## src/rtl/reg_access_seq.sv

```systemverilog
// rtl/reg_access_seq.sv - operand fetch / writeback sequencer for a single-port register file
// Optional: define RFSEQ_ZERO_REG_EN to make index 0 a hard-wired zero register.
module reg_access_seq #(
  parameter int REG_ID_LEN = 4,
  parameter int REG_SIZE   = 64,
  parameter int DEBUG      = 0
) (
  input  logic                  clk,
  input  logic                  rst,
  input  logic                  req_valid,
  output logic                  req_ready,
  input  logic [REG_ID_LEN-1:0] req_rs1,
  input  logic [REG_ID_LEN-1:0] req_rs2,
  input  logic [REG_ID_LEN-1:0] req_rd,
  input  logic                  req_wb,
  output logic                  op_valid,
  input  logic                  op_ready,
  output logic [REG_SIZE-1:0]   op_a,
  output logic [REG_SIZE-1:0]   op_b,
  input  logic                  wb_valid,
  output logic                  wb_ready,
  input  logic [REG_SIZE-1:0]   wb_value,
  output logic [REG_ID_LEN-1:0] rf_id,
  output logic                  rf_read,
  output logic                  rf_write,
  output logic [REG_SIZE-1:0]   rf_value,
  input  logic [REG_SIZE-1:0]   rf_out,
  output logic                  busy
);

`ifdef RFSEQ_ZERO_REG_EN
  localparam bit ZERO_REG = 1'b1;
`else
  localparam bit ZERO_REG = 1'b0;
`endif

  typedef enum logic [2:0] {IDLE, RD_A, RD_B, ISSUE, WB_WAIT, WRITE} state_t;

  state_t                state;
  logic [REG_ID_LEN-1:0] rs2_q;
  logic [REG_ID_LEN-1:0] rd_q;
  logic                  wb_q;
  logic                  rf_write_q;

  function automatic logic real_reg(input logic [REG_ID_LEN-1:0] id);
    return !(ZERO_REG && (id == '0));
  endfunction

  // Reset wins over a WRITE in progress, so the register file never commits an aborted write.
  assign rf_write = rf_write_q & ~rst;

  always_ff @(posedge clk) begin
    if (rst) begin
      state      <= IDLE;
      req_ready  <= 1'b1;
      busy       <= 1'b0;
      op_valid   <= 1'b0;
      wb_ready   <= 1'b0;
      rf_id      <= '0;
      rf_read    <= 1'b0;
      rf_write_q <= 1'b0;
      rf_value   <= '0;
      op_a       <= '0;
      op_b       <= '0;
      rs2_q      <= '0;
      rd_q       <= '0;
      wb_q       <= 1'b0;
    end else begin
      case (state)
        IDLE: begin
          if (req_valid && req_ready) begin
            rs2_q     <= req_rs2;
            rd_q      <= req_rd;
            wb_q      <= req_wb;
            rf_id     <= req_rs1;
            rf_read   <= real_reg(req_rs1);
            req_ready <= 1'b0;
            busy      <= 1'b1;
            state     <= RD_A;
          end
        end
        // rf_read low here means a zero-register source: operand is 0, not rf_out.
        RD_A: begin
          op_a    <= rf_read ? rf_out : '0;
          rf_id   <= rs2_q;
          rf_read <= real_reg(rs2_q);
          state   <= RD_B;
        end
        RD_B: begin
          op_b     <= rf_read ? rf_out : '0;
          rf_id    <= '0;
          rf_read  <= 1'b0;
          op_valid <= 1'b1;
          state    <= ISSUE;
        end
        ISSUE: begin
          if (op_ready) begin
            op_valid <= 1'b0;
            if (wb_q) begin
              wb_ready <= 1'b1;
              state    <= WB_WAIT;
            end else begin
              req_ready <= 1'b1;
              busy      <= 1'b0;
              state     <= IDLE;
            end
          end
        end
        WB_WAIT: begin
          if (wb_valid) begin
            wb_ready   <= 1'b0;
            rf_id      <= rd_q;
            rf_value   <= wb_value;
            rf_write_q <= real_reg(rd_q);
            state      <= WRITE;
          end
        end
        WRITE: begin
          rf_id      <= '0;
          rf_value   <= '0;
          rf_write_q <= 1'b0;
          req_ready  <= 1'b1;
          busy       <= 1'b0;
          state      <= IDLE;
        end
        default: begin
          state <= IDLE;
        end
      endcase
    end
  end

`ifndef SYNTHESIS
  generate
    if (DEBUG != 0) begin : g_debug
      always @(posedge clk) begin
        if (rf_write) $display("reg_access_seq: r%0d <= 0x%h", rf_id, rf_value);
      end
    end
  endgenerate
`endif

endmodule

```

## config.mk

```make
export PLATFORM = sky130hd
export DESIGN_NAME = reg_access_seq
export DESIGN_NICKNAME = d
export VERILOG_FILES = /design/src/rtl/reg_access_seq.sv
export SDC_FILE = /design/constraint.sdc
export NUM_CORES = 1
export LEC_CHECK = 0
export BUFFER_PORTS_ARGS = -buffer_cell sky130_fd_sc_hd__buf_2
export CAP_MARGIN = 10
export CORE_MARGIN = 2
export CORE_UTILIZATION = 42
export CTS_CLUSTER_DIAMETER = 200
export DETAILED_ROUTE_END_ITERATION = 12
export GPL_TIMING_DRIVEN = 0
export PLACE_DENSITY = 0.76
export RECOVER_POWER = 100
export SYNTH_ARGS = -nofsm -noshare
export SYNTH_HDL_FRONTEND = slang
export SYNTH_SLANG_ARGS = --single-unit
```

## constraint.sdc

```tcl
create_clock -name clk -period 1.4 [get_ports clk]
set_clock_uncertainty 0.05 [all_clocks]
set_input_delay 0.14 -clock clk [delete_from_list [all_inputs] [get_ports clk]]
set_output_delay 0.14 -clock clk [all_outputs]
set_load 0.01 [all_outputs]
```

# After elaboration in Yosys (flattened, before gate mapping)
# Index checks and enable logic that the tools add are counted.
dict set report word_totals {
  ff_bits 214
  input_bits 146
  out_inout_bits 202
  elab_cells 71
}
dict set report op_classes {
  n_eq_ne 10
  n_mux 28
  bitwise_logic 2
  n_reduce_logical 17
}
# cell count
set ops {}
lappend ops {{two-way mux 64 bit} 2}
lappend ops {{one-hot mux 64 bit (2 select lines)} 1}
lappend ops {{one-hot mux 4 bit (4 select lines)} 1}
lappend ops {{one-hot mux 3 bit (5 select lines)} 1}
lappend ops {{two-way mux 3 bit} 4}
lappend ops {{two-way mux 1 bit} 11}
lappend ops {{!= test 2 bit, second input constant} 5}
lappend ops {{one-hot mux 1 bit (3 select lines)} 3}
lappend ops {{two-way mux 4 bit} 2}
lappend ops {{AND reduction 2 bit} 4}
lappend ops {{AND reduction 4 bit} 2}
lappend ops {{== test 3 x 2 -> 1 bit, second input constant} 2}
lappend ops {{== test 3 bit, second input constant} 2}
lappend ops {{one-hot mux 1 bit (2 select lines)} 3}
lappend ops {{AND reduction 3 bit} 2}
lappend ops {{nonzero test 2 bit} 3}
lappend ops {{nonzero test 3 bit} 2}
lappend ops {{nonzero test 4 bit} 1}
lappend ops {{== test 3 x 1 -> 1 bit, second input constant} 1}
lappend ops {{logical NOT 3 bit} 1}
lappend ops {{OR reduction 2 bit} 1}
lappend ops {{AND 1 bit} 1}
lappend ops {{logical AND 1 bit} 1}
lappend ops {{inverter 1 bit} 1}

# Depth between registers and ports, before layout
# Gate-level depths: netlist of the first run.
dict set report logic_depth {
  word_depth 4
  mapped_depth 7
  depth_no_buf 4
}

# Least setup slack after synthesis of the first run
# No wires, ideal clock.
dict set report synth_path {
  path_kind {flip-flop to flip-flop}
  start {register state[0]}
  end {register rf_id[0]}
  setup_time_ns 0.135
  t_arrival_ns 1.364
  required_ns 1.215
  path_slack_ns -0.149
  path_stages_with_launch 6
  n_path_buf 2
  synth_period_minus_slack_ns 1.549
  cell_sequence {dfxtp_1 > buf_2 > buf_2 > mux2_1 > a222oi_1 > a211oi_1}
}
dict set report synth_between {
  elab_chain_cells 4
  elab_cells_between_ends 11
  cone_classes {eq/ne (6); mux (1); reduce/logical (4)}
}
# element line
set synth_rtl {}
lappend synth_rtl {{from (decl)} 39} ;# state_t state;
lappend synth_rtl {{from (signal assigned)} 54} ;# state <= IDLE;
lappend synth_rtl {{from (signal assigned)} 79} ;# state <= RD_A;
lappend synth_rtl {{from (signal assigned)} 87} ;# state <= RD_B;
lappend synth_rtl {{== test 3 x 2 -> 1 bit / == test 3 bit (equally long branches)} 69} ;# case (state)
lappend synth_rtl {{OR reduction 2 bit (no source line)} --}
lappend synth_rtl {{nonzero test 4 bit (no source line)} --}
lappend synth_rtl {{AND reduction 3 bit (no source line)} --}
lappend synth_rtl {{to (signal assigned)} 75} ;# rf_id <= req_rs1;
lappend synth_rtl {{to (signal assigned)} 85} ;# rf_id <= rs2_q;
lappend synth_rtl {{to (signal assigned)} 112} ;# rf_id <= rd_q;
lappend synth_rtl {{to (decl)} 23} ;# output logic [REG_ID_LEN-1:0] rf_id,
# Parallel ways exist; a longest one is shown, timed or not.
# A chain may end at the register's enable or synchronous reset.

# Worst setup path in the final report of the first run
dict set report layout_path {
  start {register state[0]}
  end {register rf_value[14]}
}
dict set report layout_between {
  elab_chain_cells 3
  elab_cells_between_ends 6
  cone_classes {eq/ne (3); mux (1); reduce/logical (2)}
}
# element line
set layout_rtl {}
lappend layout_rtl {{== test 3 bit} 69}
lappend layout_rtl {{!= test 2 bit (no source line) / nonzero test 2 bit (equally long branches)} --}
lappend layout_rtl {{AND reduction 2 bit (no source line)} --}
lappend layout_rtl {{to (signal assigned)} 113} ;# rf_value <= wb_value;
lappend layout_rtl {{to (decl)} 26} ;# output logic [REG_SIZE-1:0] rf_value,
# Parallel ways exist; a longest one is shown, timed or not.

==> run_results.csv, run 1 <==
group,metric,value,unit
synthesis,synthCells,835,
place,place.gp.congestion,0.888,
finish,nets,1525,
timing,rsz0062_at_grt,"true",
timing,max_slew.worst_pin.slew,0.697,ns
critical_path,crit_start,"state[0]",
die,start_util,0.424,
critical_path,regToRegSetupSlack,-0.19,ns
synthesis,synth.avg_cell_area,9.04,sq um
routing,via_count,8900,
timing,clock.fmax,0.628,GHz
timing,hold_viol,0,
power,power_density,1170,nW/um^2
clock_tree,cts.reportedPaths.clkPinSlew,0.06,ns
critical_path,worstPathRequired,1.74,ns
place,port_buffers,346,
timing,slew_viol_final,0,
critical_path,rr_worst_depth,7,
finish,multi_input_area,3110,sq um
place,hpwl,19.0,mm
timing,maxSlewHeadroom,0.536,
routing,drt_iter0_markers,465,
critical_path,reg2reg_to,"rf_value[14]",
synthesis,ys.flop_type,"dfxtp_1",
routing,drc,0,
finish,antenna_cells,0,
synthesis,synth_cell_type_count,35,
grt,grt_pass1_wl,46.8,mm
critical_path,crit_cells,7,
timing,fin_crit_sh,1.14,
synthesis,seq_area_frac_synth,0.568,
synthesis,yosysTopAreaCellShare,0.568,
flow_run,drv_cap,0,
routing,drt_wl_total,32.2,mm
grt,grt_pass1_vias,8745,
clock_tree,cts_root_buf,"clkbuf_16",
critical_path,cpPeakStageDelay,0.33,ns
hold_path,hold_class,"input pin to flip-flop",
routing,ant_nets,0,
critical_path,cp_top_family,"buffers and inverters",
synthesis,ys_ff_latch,214,
critical_path,path_common_cell,"clkbuf_16",
die,rows,49,
grt,antenna_found_initial,0,
synthesis,yosys_warnings,0,
critical_path,cp.arrival,1.93,ns
grt,grtUsageTotal,0.301,
die,die_x,138,um
critical_path,endpoint,"rf_value[14]",
power,leakagePower,5.59,nW
critical_path,worstSetupPathType,"flip-flop to flip-flop",
finish,fillers,1263,
critical_path,endpoint_kind,"flip-flop",
die,io_pins,348,
synthesis,synth_nets,981,
critical_path,cp-start-kind,"flip-flop",
clock_tree,clk_latency,0.50,ns
clock_tree,clockBufferDepth,3,
run_status,status,"finished, violations left",
synthesis,synth_edf_count,0,
timing,final.min_clock_period,1.59,ns
synthesis,async_flop_share,0,
die,chipHeight,138,um
critical_path,critPathBufInv,4,
routing,via_per_inst,5.48,
timing,setup_violations,169,
clock_tree,h-tree-depth,1,
critical_path,critPathMaxFanout,8,
finish,drive_gt1_frac,0.369,
power,ir_drop,0.00101,V
synthesis,synthTopCellsByArea,"dfxtp_1 57%, a21oi_1 9.5%, nand3_1 8.6%",
finish,syn_to_final_growth,66.5,%
routing,dr.pass1.iters,7,
grt,grt_max_degree,14,
synthesis,yosysMostFrequentCell,"dfxtp_1",
run_status,violations,"negative setup slack",
clock_tree,cts_sinks,214,
timing,setup_slack,-0.193,ns
place,place_ws,-0.580,ns
clock_tree,cts_tree,"done",
synthesis,netlist_area,7540,sq um
routing,post_drt_wl_per_cell,19.8,um
die,core_area,17800,sq um
power,p_total,14.7,mW
grt,grt_remaining_overflow,0,
die,die-area,19100,sq um
clock_tree,cts_buffers,22,
synthesis,synth.largest_area_cell,"dfxtp_1",
synthesis,synth_common_cells,"214 x dfxtp_1, 155 x nand2_1, 143 x a21oi_1, 129 x nand3_1, 67 x a22o_1",
critical_path,critical_path.cell_chain,"buf_8 -> buf_4 -> nor3b_4 -> and2b_2 -> clkbuf_16 -> clkbuf_16 -> a22o_1",
critical_path,critPathSlowestCell,"dfxtp_2",
finish,seq_area,4290,sq um
critical_path,r2r-start,"state[0]",
[area by class of cell]
cell class | instances | share of cell area
multi-input cells | 546 | 0.247
plain buffers | 75 | 0.0506
repair buffers | 519 | 0.281
flip-flops and latches | 214 | 0.342
clock inverters | 6 | 0.00528
inverters | 1 | 0.000299
clock buffers | 34 | 0.0514
well taps | 229 | 0.0228
[worst min path at each step]
stage | from | to | slack, ns | depth (start not counted)
after floorplan | op_ready | state[1] | 0.20 | 1
after global placement | wb_value[48] | rf_value[48] | 0.31 | 2
after detailed placement | wb_value[53] | rf_value[53] | 0.31 | 2
after CTS | req_rs1[2] | rf_id[2] | 0.02 | 3
after global routing | req_rs1[2] | rf_id[2] | 0.03 | 3
final | req_rs1[2] | rf_id[2] | 0.02 | 3
[logic make-up (layout without fill, tap and decap cells)]
group | after synthesis | in the layout | share of synthesized area
AOI/OAI and AO/OA | 228 | 228 | 0.193
DFF | 214 | 214 | 0.568
buffers and inverters | 76 | 635 | 0.0478
muxes | 5 | 5 | 0.00730
and+or+nand+nor | 312 | 313 | 0.184
[power breakdown]
part / total (mW) / internal, mW / switching [mW]
Clock: 5.83 / 3.37 / 2.47
Combinational: 2.44 / 1.11 / 1.34
Sequential: 6.38 / 6.26 / 0.119
Total: 14.7 / 10.7 / 3.92
[sequential cells by signal (all words and copies together) (netlist names)]
register,flops
wb_q,1
rf_value,64
rs2_q,4
rf_write_q,1
op_valid,1
wb_ready,1
rf_read,1
state,3
busy,1
rf_id,4
op_b,64
req_ready,1
rd_q,4
op_a,64
[metal layers]
metal	vias up	track usage	routed length, um
li1	4034	-	-
met1	4247	0.329	11700
met5	-	0	0
met2	486	0.549	16400
met3	133	0.0707	2420
met4	0	0.143	1690
[through the flow]
stage / setup TNS, ns / utilization / cells / area [sq um] / hold WS (ns)
after CTS: -10.70 / 0.681 / 1606 / 12100 / 0.0213
after floorplan: -0.0321 / - / 835 / 7570 / 0.196
final: -17.05 / 0.707 / 1624 / 12600 / 0.0212
after global routing: -30.84 / 0.707 / 1624 / 12600 / 0.0347
after detailed placement: -82.03 / 0.539 / 1410 / 9580 / 0.309
after global placement: -83.24 / 0.539 / 1410 / 9580 / 0.306
[layout by cell type, fill, tap and decap left out, types with 3 or more instances in the layout]
master           n
a222oi_1         4
clkbuf_1        26
a21oi_2         23
nand3_1        127
a22o_1          67
nand2_1        152
buf_8           16
mux2_4           3
nor2_4           3
dlygate4sd3_1  142
buf_6           12
clkbuf_4         9
nand2_2          3
dfxtp_1        210
clkbuf_16       28
clkbuf_8         8
buf_4           27
nor2_1          10
buf_2          347
a211oi_1         5
clkinv_2         4
clkbuf_2        11
a21oi_1        120
[worst min-delay path: stages]
cell	delay [ns]
buf_2	0.11
a222oi_1	0.09
a211oi_1	0.18
[what timing repair did]
action,in CTS,in global routing
hold buffers,141,1
cloned,3,8
buffers inserted,12,9
endpoints found under the hold margin,208,1
resized for setup,106,65
pin swaps,28,14
setup endpoints to repair,212,207
Note: power is estimated with default switching activity, not from simulation.
==> run 2: changes to the inputs <==
--- a/config.mk
+++ b/config.mk
@@ -7,12 +7,13 @@
 export LEC_CHECK = 0
 export BUFFER_PORTS_ARGS = -buffer_cell sky130_fd_sc_hd__buf_2
 export CAP_MARGIN = 10
-export CORE_MARGIN = 2
-export CORE_UTILIZATION = 42
+export CORE_AREA = 2 2 134 136
+export CTS_BUF_LIST = sky130_fd_sc_hd__clkbuf_8 sky130_fd_sc_hd__clkbuf_16
 export CTS_CLUSTER_DIAMETER = 200
 export DETAILED_ROUTE_END_ITERATION = 12
+export DIE_AREA = 0 0 136 138
 export GPL_TIMING_DRIVEN = 0
-export PLACE_DENSITY = 0.76
+export PLACE_DENSITY = 0.75
 export RECOVER_POWER = 100
 export SYNTH_ARGS = -nofsm -noshare
 export SYNTH_HDL_FRONTEND = slang
==> constraint.sdc (replaced) <==
create_clock -name clk -period 2 [get_ports clk]
set_clock_uncertainty 0.05 [all_clocks]
set_input_delay 0.2 -clock clk [delete_from_list [all_inputs] [get_ports clk]]
set_output_delay 0.2 -clock clk [all_outputs]
set_load 0.01 [all_outputs]
==> run_results.csv, run 2 (same netlist as run 1, synthesis figures left out) <==
group,metric,value,unit
power,ir_drop,0.000740,V
place,hpwl,19.5,mm
clock_tree,cts.reportedPaths.clkPinSlew,0.06,ns
timing,setup_violations,0,
grt,antenna_found_initial,1,
finish,largestRegisters,"op_a x64, op_b x64, rf_value x64",
critical_path,endpoint_kind,"flip-flop",
critical_path,path_common_cell,"buf_2",
die,core_area,17500,sq um
place,place.gp.congestion,0.872,
critical_path,cpPeakStageDelay,0.41,ns
timing,worst_hold_slack,0.0425,ns
timing,fin_tns_setup,0,ns
routing,via_count,8465,
die,rows,49,
finish,nets,1490,
clock_tree,cts_buffers,23,
grt,grt_remaining_overflow,0,
timing,slew_viol_final,0,
die,start_util,0.430,
critical_path,critPathMaxFanout,10,
timing,rsz0062_at_grt,"true",
clock_tree,h-tree-depth,1,
clock_tree,clk_latency,0.49,ns
timing,hold_viol,0,
routing,post_drt_wl_per_cell,18.6,um
critical_path,critical_path.cell_chain,"buf_2 -> buf_2 -> nand2_2 -> clkbuf_1 -> nand2_1 -> a21oi_1",
critical_path,cp.arrival,2.28,ns
finish,drive_gt1_frac,0.159,
routing,ant_nets,0,
place,port_buffers,346,
die,io_pins,348,
critical_path,worstPathRequired,2.35,ns
timing,clock.fmax,0.519,GHz
clock_tree,cts_tree,"done",
grt,grt_pass1_wl,44.2,mm
die,die-area,18800,sq um
finish,layout_common_cells,"242 x clkbuf_1, 214 x dfxtp_1, 165 x buf_2",
grt,grt_max_degree,14,
die,chipHeight,138,um
finish,final_common_cell,"clkbuf_1",
routing,via_per_inst,5.32,
finish,seq_area,4280,sq um
clock_tree,cts_root_buf,"clkbuf_16",
routing,drt_iter0_markers,404,
power,leakagePower,4.36,nW
timing,setup_slack,0.0737,ns
timing,maxSlewHeadroom,0.580,
routing,drc,0,
grt,grt_pass1_vias,8398,
finish,multi_input_area,2900,sq um
clock_tree,cts_sinks,214,
critical_path,critPathSlowestCell,"clkbuf_1",
run_status,status,"completed",
routing,dr.pass1.iters,6,
flow_run,drv_cap,0,
finish,syn_to_final_growth,51.5,%
hold_path,hold_class,"input pin to flip-flop",
place,place_ws,-0.0236,ns
clock_tree,clockBufferDepth,3,
timing,max_slew.worst_pin.slew,0.630,ns
die,die_x,136,um
power,power_density,868,nW/um^2
routing,drt_wl_total,29.5,mm
critical_path,worstSetupPathType,"flip-flop to flip-flop",
grt,grtUsageTotal,0.296,
timing,final.min_clock_period,1.93,ns
finish,fillers,1495,
critical_path,cp-start-kind,"flip-flop",
timing,fin_crit_sh,0.963,
[run 2: cell count changes in the layout (fill, tap and decap cells not counted), sizes merged]
cell | before | now
buf | 404 | 176
clkbuf | 82 | 273
clkinv | 5 | 3
clkinvlp | 0 | 1
diode | 0 | 1
dlygate4sd3 | 142 | 138
inv | 1 | 9
nand3 | 130 | 129
[run 2: critical path, delay by kind of cell, from the launching register on]
| family | cells | cell delay [ns] |
|---|---|---|
| AO/OA/AOI/OAI | 1 | 0.25 |
| AND/OR/NAND/NOR | 2 | 0.43 |
| flip-flops | 1 | 0.30 |
| buffers and inverters | 3 | 0.80 |
[run 2: timing repair]
| action | in CTS | in global routing |
|---|---|---|
| endpoints found under the hold margin | 202 | 0 |
| setup endpoints to repair | 0 | 50 |
| buffers inserted | 0 | 0 |
| hold buffers | 138 | 0 |
| resized for setup | 0 | 6 |
[run 2: layout make-up]
cell class,instances,area share
timing repair buffer,484,0.250
tap,229,0.0251
buffer,75,0.0315
clock buffer,28,0.0564
sequential,214,0.375
clock inverter,13,0.00723
antenna,1,0.000219
inverter,1,0.000328
multi-input combinational,545,0.254
[run 2: final timing paths]
check	start	end	slack, ns	cells after the start
min	wb_valid	state[1]	0.04	3
max	state[0]	op_a[46]	0.07	6
max reg2reg	state[0]	op_a[46]	0.07	6
min reg2reg	op_b[49]	op_b[49]	0.40	2
[run 2: power by group]
| group | internal, mW | switching [mW] | leakage [nW] | total, mW |
|---|---|---|---|---|
| clock network | 2.39 | 1.68 | 0.388 | 4.07 |
| registers | 4.39 | 0.0732 | 1.73 | 4.46 |
| logic | 0.535 | 0.851 | 2.24 | 1.39 |
[run 2: stage by stage]
stage | cell area, sq um | utilization | std cells | total power, mW
2_1_floorplan | 7540 | - | 835 | 5.17
3_3_place_gp | 9560 | 0.545 | 1410 | 5.70
3_5_place_dp | 9560 | 0.545 | 1410 | 5.71
4_1_cts | 11700 | 0.666 | 1589 | 9.96
5_1_grt | 11400 | 0.652 | 1590 | 10.3
6_report | 11400 | 0.652 | 1590 | 9.92
[run 2: routing by layer]
metal | vias to the layer above | share of wire | track usage
met5 | - | 0 | 0
met4 | 0 | 0.046 | 0.131
met3 | 99 | 0.089 | 0.0748
met2 | 450 | 0.50 | 0.531
met1 | 3957 | 0.36 | 0.327
li1 | 3959 | - | -
